$ cat config.mk
export PLATFORM = sky130hd
export DESIGN_NAME = sp_ram_bridge
export DESIGN_NICKNAME = d
export VERILOG_FILES = /design/src/rtl/sp_ram_bridge_pkg.sv /design/src/rtl/sp_ram_bridge_rsp_buf.sv /design/src/rtl/sp_ram_bridge.sv
export SDC_FILE = /design/constraint.sdc
export NUM_CORES = 1
export LEC_CHECK = 0
export CAP_MARGIN = 30
export CORE_ASPECT_RATIO = 1.75
export CORE_MARGIN = 8
export CORE_UTILIZATION = 45
export CTS_BUF_LIST = sky130_fd_sc_hd__clkbuf_2 sky130_fd_sc_hd__clkbuf_4 sky130_fd_sc_hd__clkbuf_8
export CTS_CLUSTER_SIZE = 8
export DETAILED_ROUTE_END_ITERATION = 12
export GPL_ROUTABILITY_DRIVEN = 0
export PLACE_DENSITY_LB_ADDON = 0.05
export SYNTH_ARGS = -nofsm -noshare
export SYNTH_HDL_FRONTEND = slang
export SYNTH_SLANG_ARGS = --single-unit
$ cat constraint.sdc
create_clock -name clk -period 2.4 [get_ports clk]
set_input_delay 0.48 -clock clk [delete_from_list [all_inputs] [get_ports clk]]
set_output_delay 0.48 -clock clk [all_outputs]
set_load 0.005 [all_outputs]
$ cat src/rtl/sp_ram_bridge_pkg.sv
// sp_ram_bridge shared types: response entry and buffer depth.
// Optional SP_RAM_BRIDGE_ERR_EN adds an out-of-range error flag.
package sp_ram_bridge_pkg;

  localparam int SP_RAM_BRIDGE_RSP_DEPTH = 2;
  localparam int SP_RAM_BRIDGE_CNT_W =
    $clog2(SP_RAM_BRIDGE_RSP_DEPTH + 1);
  localparam int SP_RAM_BRIDGE_DW = 32;

  typedef struct packed {
    logic [SP_RAM_BRIDGE_DW-1:0] rdata;
    logic                        err;
  } rsp_t;

endpackage

$ cat src/rtl/sp_ram_bridge_rsp_buf.sv
// sp_ram_bridge_rsp_buf: two-entry in-order response buffer.
// Head register feeds the output; skid holds the second entry.
module sp_ram_bridge_rsp_buf
  import sp_ram_bridge_pkg::*;
(
  input  logic                           clk,
  input  logic                           rst,
  input  logic                           push,
  input  rsp_t                           push_data,
  input  logic                           pop,
  output rsp_t                           head,
  output logic                           head_valid,
  output logic [SP_RAM_BRIDGE_CNT_W-1:0] count
);

  rsp_t skid_q;
  logic skid_v_q;

  assign count = SP_RAM_BRIDGE_CNT_W'(head_valid)
               + SP_RAM_BRIDGE_CNT_W'(skid_v_q);

  always_ff @(posedge clk) begin
    if (rst) begin
      head       <= '0;
      head_valid <= 1'b0;
      skid_q     <= '0;
      skid_v_q   <= 1'b0;
    end else begin
      unique case (1'b1)
        push && pop: begin
          if (skid_v_q) begin
            head   <= skid_q;
            skid_q <= push_data;
          end else begin
            head <= push_data;
          end
        end
        push && !pop: begin
          if (!head_valid) begin
            head       <= push_data;
            head_valid <= 1'b1;
          end else begin
            skid_q   <= push_data;
            skid_v_q <= 1'b1;
          end
        end
        pop && !push: begin
          if (skid_v_q) begin
            head     <= skid_q;
            skid_q   <= '0;
            skid_v_q <= 1'b0;
          end else begin
            head       <= '0;
            head_valid <= 1'b0;
          end
        end
        default: ;
      endcase
    end
  end

endmodule

$ cat src/rtl/sp_ram_bridge.sv
// sp_ram_bridge: req/gnt/rvalid front end for a byte-enabled SRAM.
// Define SP_RAM_BRIDGE_ERR_EN for out-of-range error responses.
module sp_ram_bridge
  import sp_ram_bridge_pkg::*;
#(
  parameter int ADDR_WIDTH = 8,
  parameter int DATA_WIDTH = SP_RAM_BRIDGE_DW,
  parameter int NUM_WORDS  = 256
) (
  input  logic                    clk,
  input  logic                    rst,
  input  logic                    req_i,
  output logic                    gnt_o,
  input  logic [ADDR_WIDTH-1:0]   addr_i,
  input  logic                    we_i,
  input  logic [DATA_WIDTH/8-1:0] be_i,
  input  logic [DATA_WIDTH-1:0]   wdata_i,
  output logic                    rvalid_o,
  output logic [DATA_WIDTH-1:0]   rdata_o,
  input  logic                    rready_i,
`ifdef SP_RAM_BRIDGE_ERR_EN
  output logic                    err_o,
`endif
  output logic                    ram_en_o,
  output logic                    ram_we_o,
  output logic [ADDR_WIDTH-1:0]   ram_addr_o,
  output logic [DATA_WIDTH/8-1:0] ram_be_o,
  output logic [DATA_WIDTH-1:0]   ram_wdata_o,
  input  logic [DATA_WIDTH-1:0]   ram_rdata_i
);

  localparam int CW = SP_RAM_BRIDGE_CNT_W;

  logic          p_q;
  logic          p_we_q;
  logic          p_err_q;
  logic          accept;
  logic          pop;
  logic          oob;
  logic [CW-1:0] held;
  logic [CW-1:0] cnt;
  logic          head_valid;
  rsp_t          head;
  rsp_t          cap;

  // Occupancy counts the in-flight SRAM access as well as held entries.
  assign cnt    = held + CW'(p_q);
  assign pop    = head_valid && rready_i;
  assign accept = req_i && !rst &&
                  (cnt < CW'(SP_RAM_BRIDGE_RSP_DEPTH) || pop);
  assign gnt_o  = accept;

`ifdef SP_RAM_BRIDGE_ERR_EN
  localparam logic [ADDR_WIDTH:0] LIMIT =
    (ADDR_WIDTH+1)'(NUM_WORDS);
  assign oob   = {1'b0, addr_i} >= LIMIT;
  assign err_o = head.err;
`else
  logic unused_err;
  assign oob        = 1'b0;
  assign unused_err = head.err;
`endif

  assign ram_en_o    = accept && !oob;
  assign ram_we_o    = ram_en_o && we_i;
  assign ram_addr_o  = ram_en_o ? addr_i  : '0;
  assign ram_be_o    = ram_en_o ? be_i    : '0;
  assign ram_wdata_o = ram_en_o ? wdata_i : '0;

  always_ff @(posedge clk) begin
    if (rst) begin
      p_q     <= 1'b0;
      p_we_q  <= 1'b0;
      p_err_q <= 1'b0;
    end else begin
      p_q     <= accept;
      p_we_q  <= accept && we_i;
      p_err_q <= accept && oob;
    end
  end

  always_comb begin
    cap       = '0;
    cap.err   = p_err_q;
    cap.rdata = (p_we_q || p_err_q) ? '0 : ram_rdata_i;
  end

  sp_ram_bridge_rsp_buf u_rsp_buf (
    .clk        (clk),
    .rst        (rst),
    .push       (p_q),
    .push_data  (cap),
    .pop        (pop),
    .head       (head),
    .head_valid (head_valid),
    .count      (held)
  );

  assign rvalid_o = head_valid;
  assign rdata_o  = head.rdata;

endmodule

==> run metrics <==
Sw Ratio 27.8%; # setup viols final 0; mean area per synthesized cell between 8 and 9 um2; Seq/Total Area, Yosys 30.4%; Hold Fails Final Rpt 0; P_int 2.21 mW; met2 WL 8.05 mm; clock buffer count from CTS 9; switching power 0.850 mW; row cnt 48; Worst Hold Class reg -> reg; CTS sink count 68; run status complete, no violations; syn_nets 637; Die X 91.5 um; Die Y 148 um; fin area roughly 6400 um2; area leader, netlist dfxtp_1; fill cell count between 800 and 900; PnR worst setup slack 0.0318 ns; top-count cell post-synth nor3b_1; grt total ovfl 0; post-synthesis cell type count 29; Vias/cell 5.81; Worst-Skew Late Latency between 0.3 and 0.4 ns; Synth area leaders dfxtp_1 (30%), nor3b_1 (13%), mux2i_1 (7.1%); Ports 161; NumNets Final between 700 and 800; Post-DRT Antenna Nets 0; routed wire length between 15 and 20 mm; top cell type's share of synthesized area 30.4%; Routed met3 length 1.20 mm; Worst Path Max Fanout 12; Iter 0 DRT Violations 326; EDFF count, synth 0; die area roughly 14,000 um2; WP buf/inv 3; Tot GR Track Use 22.5%; share of layout cells above drive strength 1 17.8%; leak pwr 2.47 nW; CP required 1.92 ns; slowest cell on the critical path dfxtp_2; first-pass iteration count of the detailed router 5; RSZ-0062 raised after global routing yes; fraction of registers with async set/reset 0%; critical path, cell by cell buf_4, ha_1, o21a_4, clkbuf_16, nor3b_1, buf_2; pre-CTS setup slack -0.304 ns; P&R area growth vs syn 42.0%; first-pass GRT wire length roughly 25 mm; Residual DRC 0; total number of vias 4,731; Max Slew Vio Count 0; Top Layer Used met4; Placed Area 6160 um2; cell area after synthesis 4480 um2; clock skew 0.00855 ns; Top FF cell, synth dfxtp_1; Comb power frac 26.6%; routed metal-1 wirelength 5.89 mm; maximum VDD drop 0.000327 V; Ys Warns 0; Final HPWL DP ~10 mm; kind of critical path reg -> out; cell family with most CP delay buffers and inverters; Clock Tree Buf Depth 2; total power 3.06 mW; Final Util 65.0%; CP max stage delay ~0.32 ns; placed cell count 794; clk slew on worst S/H paths 0.08 ns; Rel. slew slack 46.9%; gate count of the mapped netlist 554; initial antenna violation count 2; Slew @ Worst Pin around 0.8 ns; top post-synthesis cells by count nor3b_1 (78), dfxtp_1 (68), clkbuf_1 (42); PD cells about 480 nW/um2; H-tree depth 3; register share of total power 41.6%; number of buffers added on ports 160; pin count of the biggest net entering global routing 99; fmax 422 MHz; vias in the first global route 4,791; fin crit share a little over nine tenths; initial core utilization 45.8%; Worst setup SP type flop; Period minus WS final 2.37 ns; Critical Path AT 1.89 ns; Routed WL per cell ~19 um; Core Region 9790 um2; Seq cells post-synth slightly below 70; clock share of power 31.8%; clock root buffer clkbuf_8; Non-Filler Instances 814; max cap viols 0; number of buffers added for setup after CTS 0; CTS tree done; crit end category output pin
==> flip-flops by register name (all words and copies together), names as in the netlist <==
name	cells
p_we_q	1
u_rsp_buf.head	32
u_rsp_buf.head_valid	1
p_q	1
u_rsp_buf.skid_q	32
u_rsp_buf.skid_v_q	1
==> cells in the final DEF, fill, tap and decap left out, drive strengths merged, types with 2 or more instances in the layout <==
cell type | netlist | routed
a311oi | 32 | 32
nand3b | 33 | 33
nand2b | 34 | 34
ha | 2 | 2
dfxtp | 68 | 68
nor2b | 33 | 33
buf | 22 | 64
o211ai | 32 | 32
and2 | 32 | 32
clkdlybuf4s50 | 0 | 112
diode | 0 | 2
nor3b | 78 | 78
nor2 | 35 | 35
nand2 | 33 | 33
o21ai | 33 | 33
mux2i | 32 | 32
a21oi | 3 | 3
clkbuf | 43 | 19
==> per-stage QoR <==
step           hold WS (ns)  setup TNS [ns]
6_report              0.478               0
5_1_grt               0.503          -0.229
4_1_cts               0.478          -0.201
3_5_place_dp          0.474          -11.17
3_3_place_gp          0.465           -9.34
2_1_floorplan         0.457               0
==> worst paths after layout <==
check                           cells past startpoint  slack (ns)                 end                 start
worst max-delay path                                6        0.03     ram_wdata_o[11]  u_rsp_buf.head_valid
worst min-delay path                                2        0.48   u_rsp_buf.head[8]   u_rsp_buf.skid_q[8]
worst max register to register                      5        0.58  u_rsp_buf.head[17]    u_rsp_buf.skid_v_q
worst min register to register                      2        0.48   u_rsp_buf.head[8]   u_rsp_buf.skid_q[8]
==> layer usage <==
metal / GRT usage (%) / vias up
li1: - / 2222
met1: 24.0 / 2318
met2: 39.0 / 167
met3: 7.41 / 24
met4: 10.4 / 0
met5: 0 / -
==> worst min-delay path, delay by kind of cell (launching register included) <==
kind	cells	cell delay, ns
simple gates	1	0.06
compound gates	1	0.06
flops	1	0.32
==> final cells by class <==
type | instances | area [um2] | share of cell area (%)
tap | 125 | 156 | 2.46
clock buffer | 13 | 160 | 2.52
timing repair buffer | 183 | 1670 | 26.2
clock inverter | 2 | 35.0 | 0.550
antenna | 2 | 5.00 | 0.0786
sequential | 68 | 1370 | 21.4
inverter | 1 | 3.75 | 0.0590
multi-input combinational | 420 | 2980 | 46.7
==> logic make-up (layout without fill, tap and decap cells) <==
group | count (synthesis) | count (layout) | synth area share, %
DFF | 68 | 68 | 30.4
and+or+nand+nor | 282 | 282 | 38.7
muxes | 33 | 33 | 7.40
adders and majority gates | 2 | 2 | 0.558
AOI/OAI and AO/OA | 103 | 103 | 16.2
buffers and inverters | 66 | 199 | 6.75
other | 0 | 2 | 0
==> power groups by stage <==
stage	Sequential, mW	Clock, mW	Combinational, mW
4_1_cts	1.27	0.994	0.814
3_5_place_dp	1.30	0	0.819
2_1_floorplan	1.29	0	0.404
5_1_grt	1.28	1.04	0.884
6_report	1.27	0.974	0.814
3_3_place_gp	1.29	0	0.796
==> repair_timing <==
| item | 4_1_cts | 5_1_grt |
|---|---|---|
| gates resized for setup | 190 | 32 |
| pin swaps | 1 | 2 |
| hold buffers | 0 | 0 |
| endpoints found under the setup margin | 47 | 39 |
| gates cloned | 1 | 2 |
Note: power is estimated with default switching activity, not from simulation.
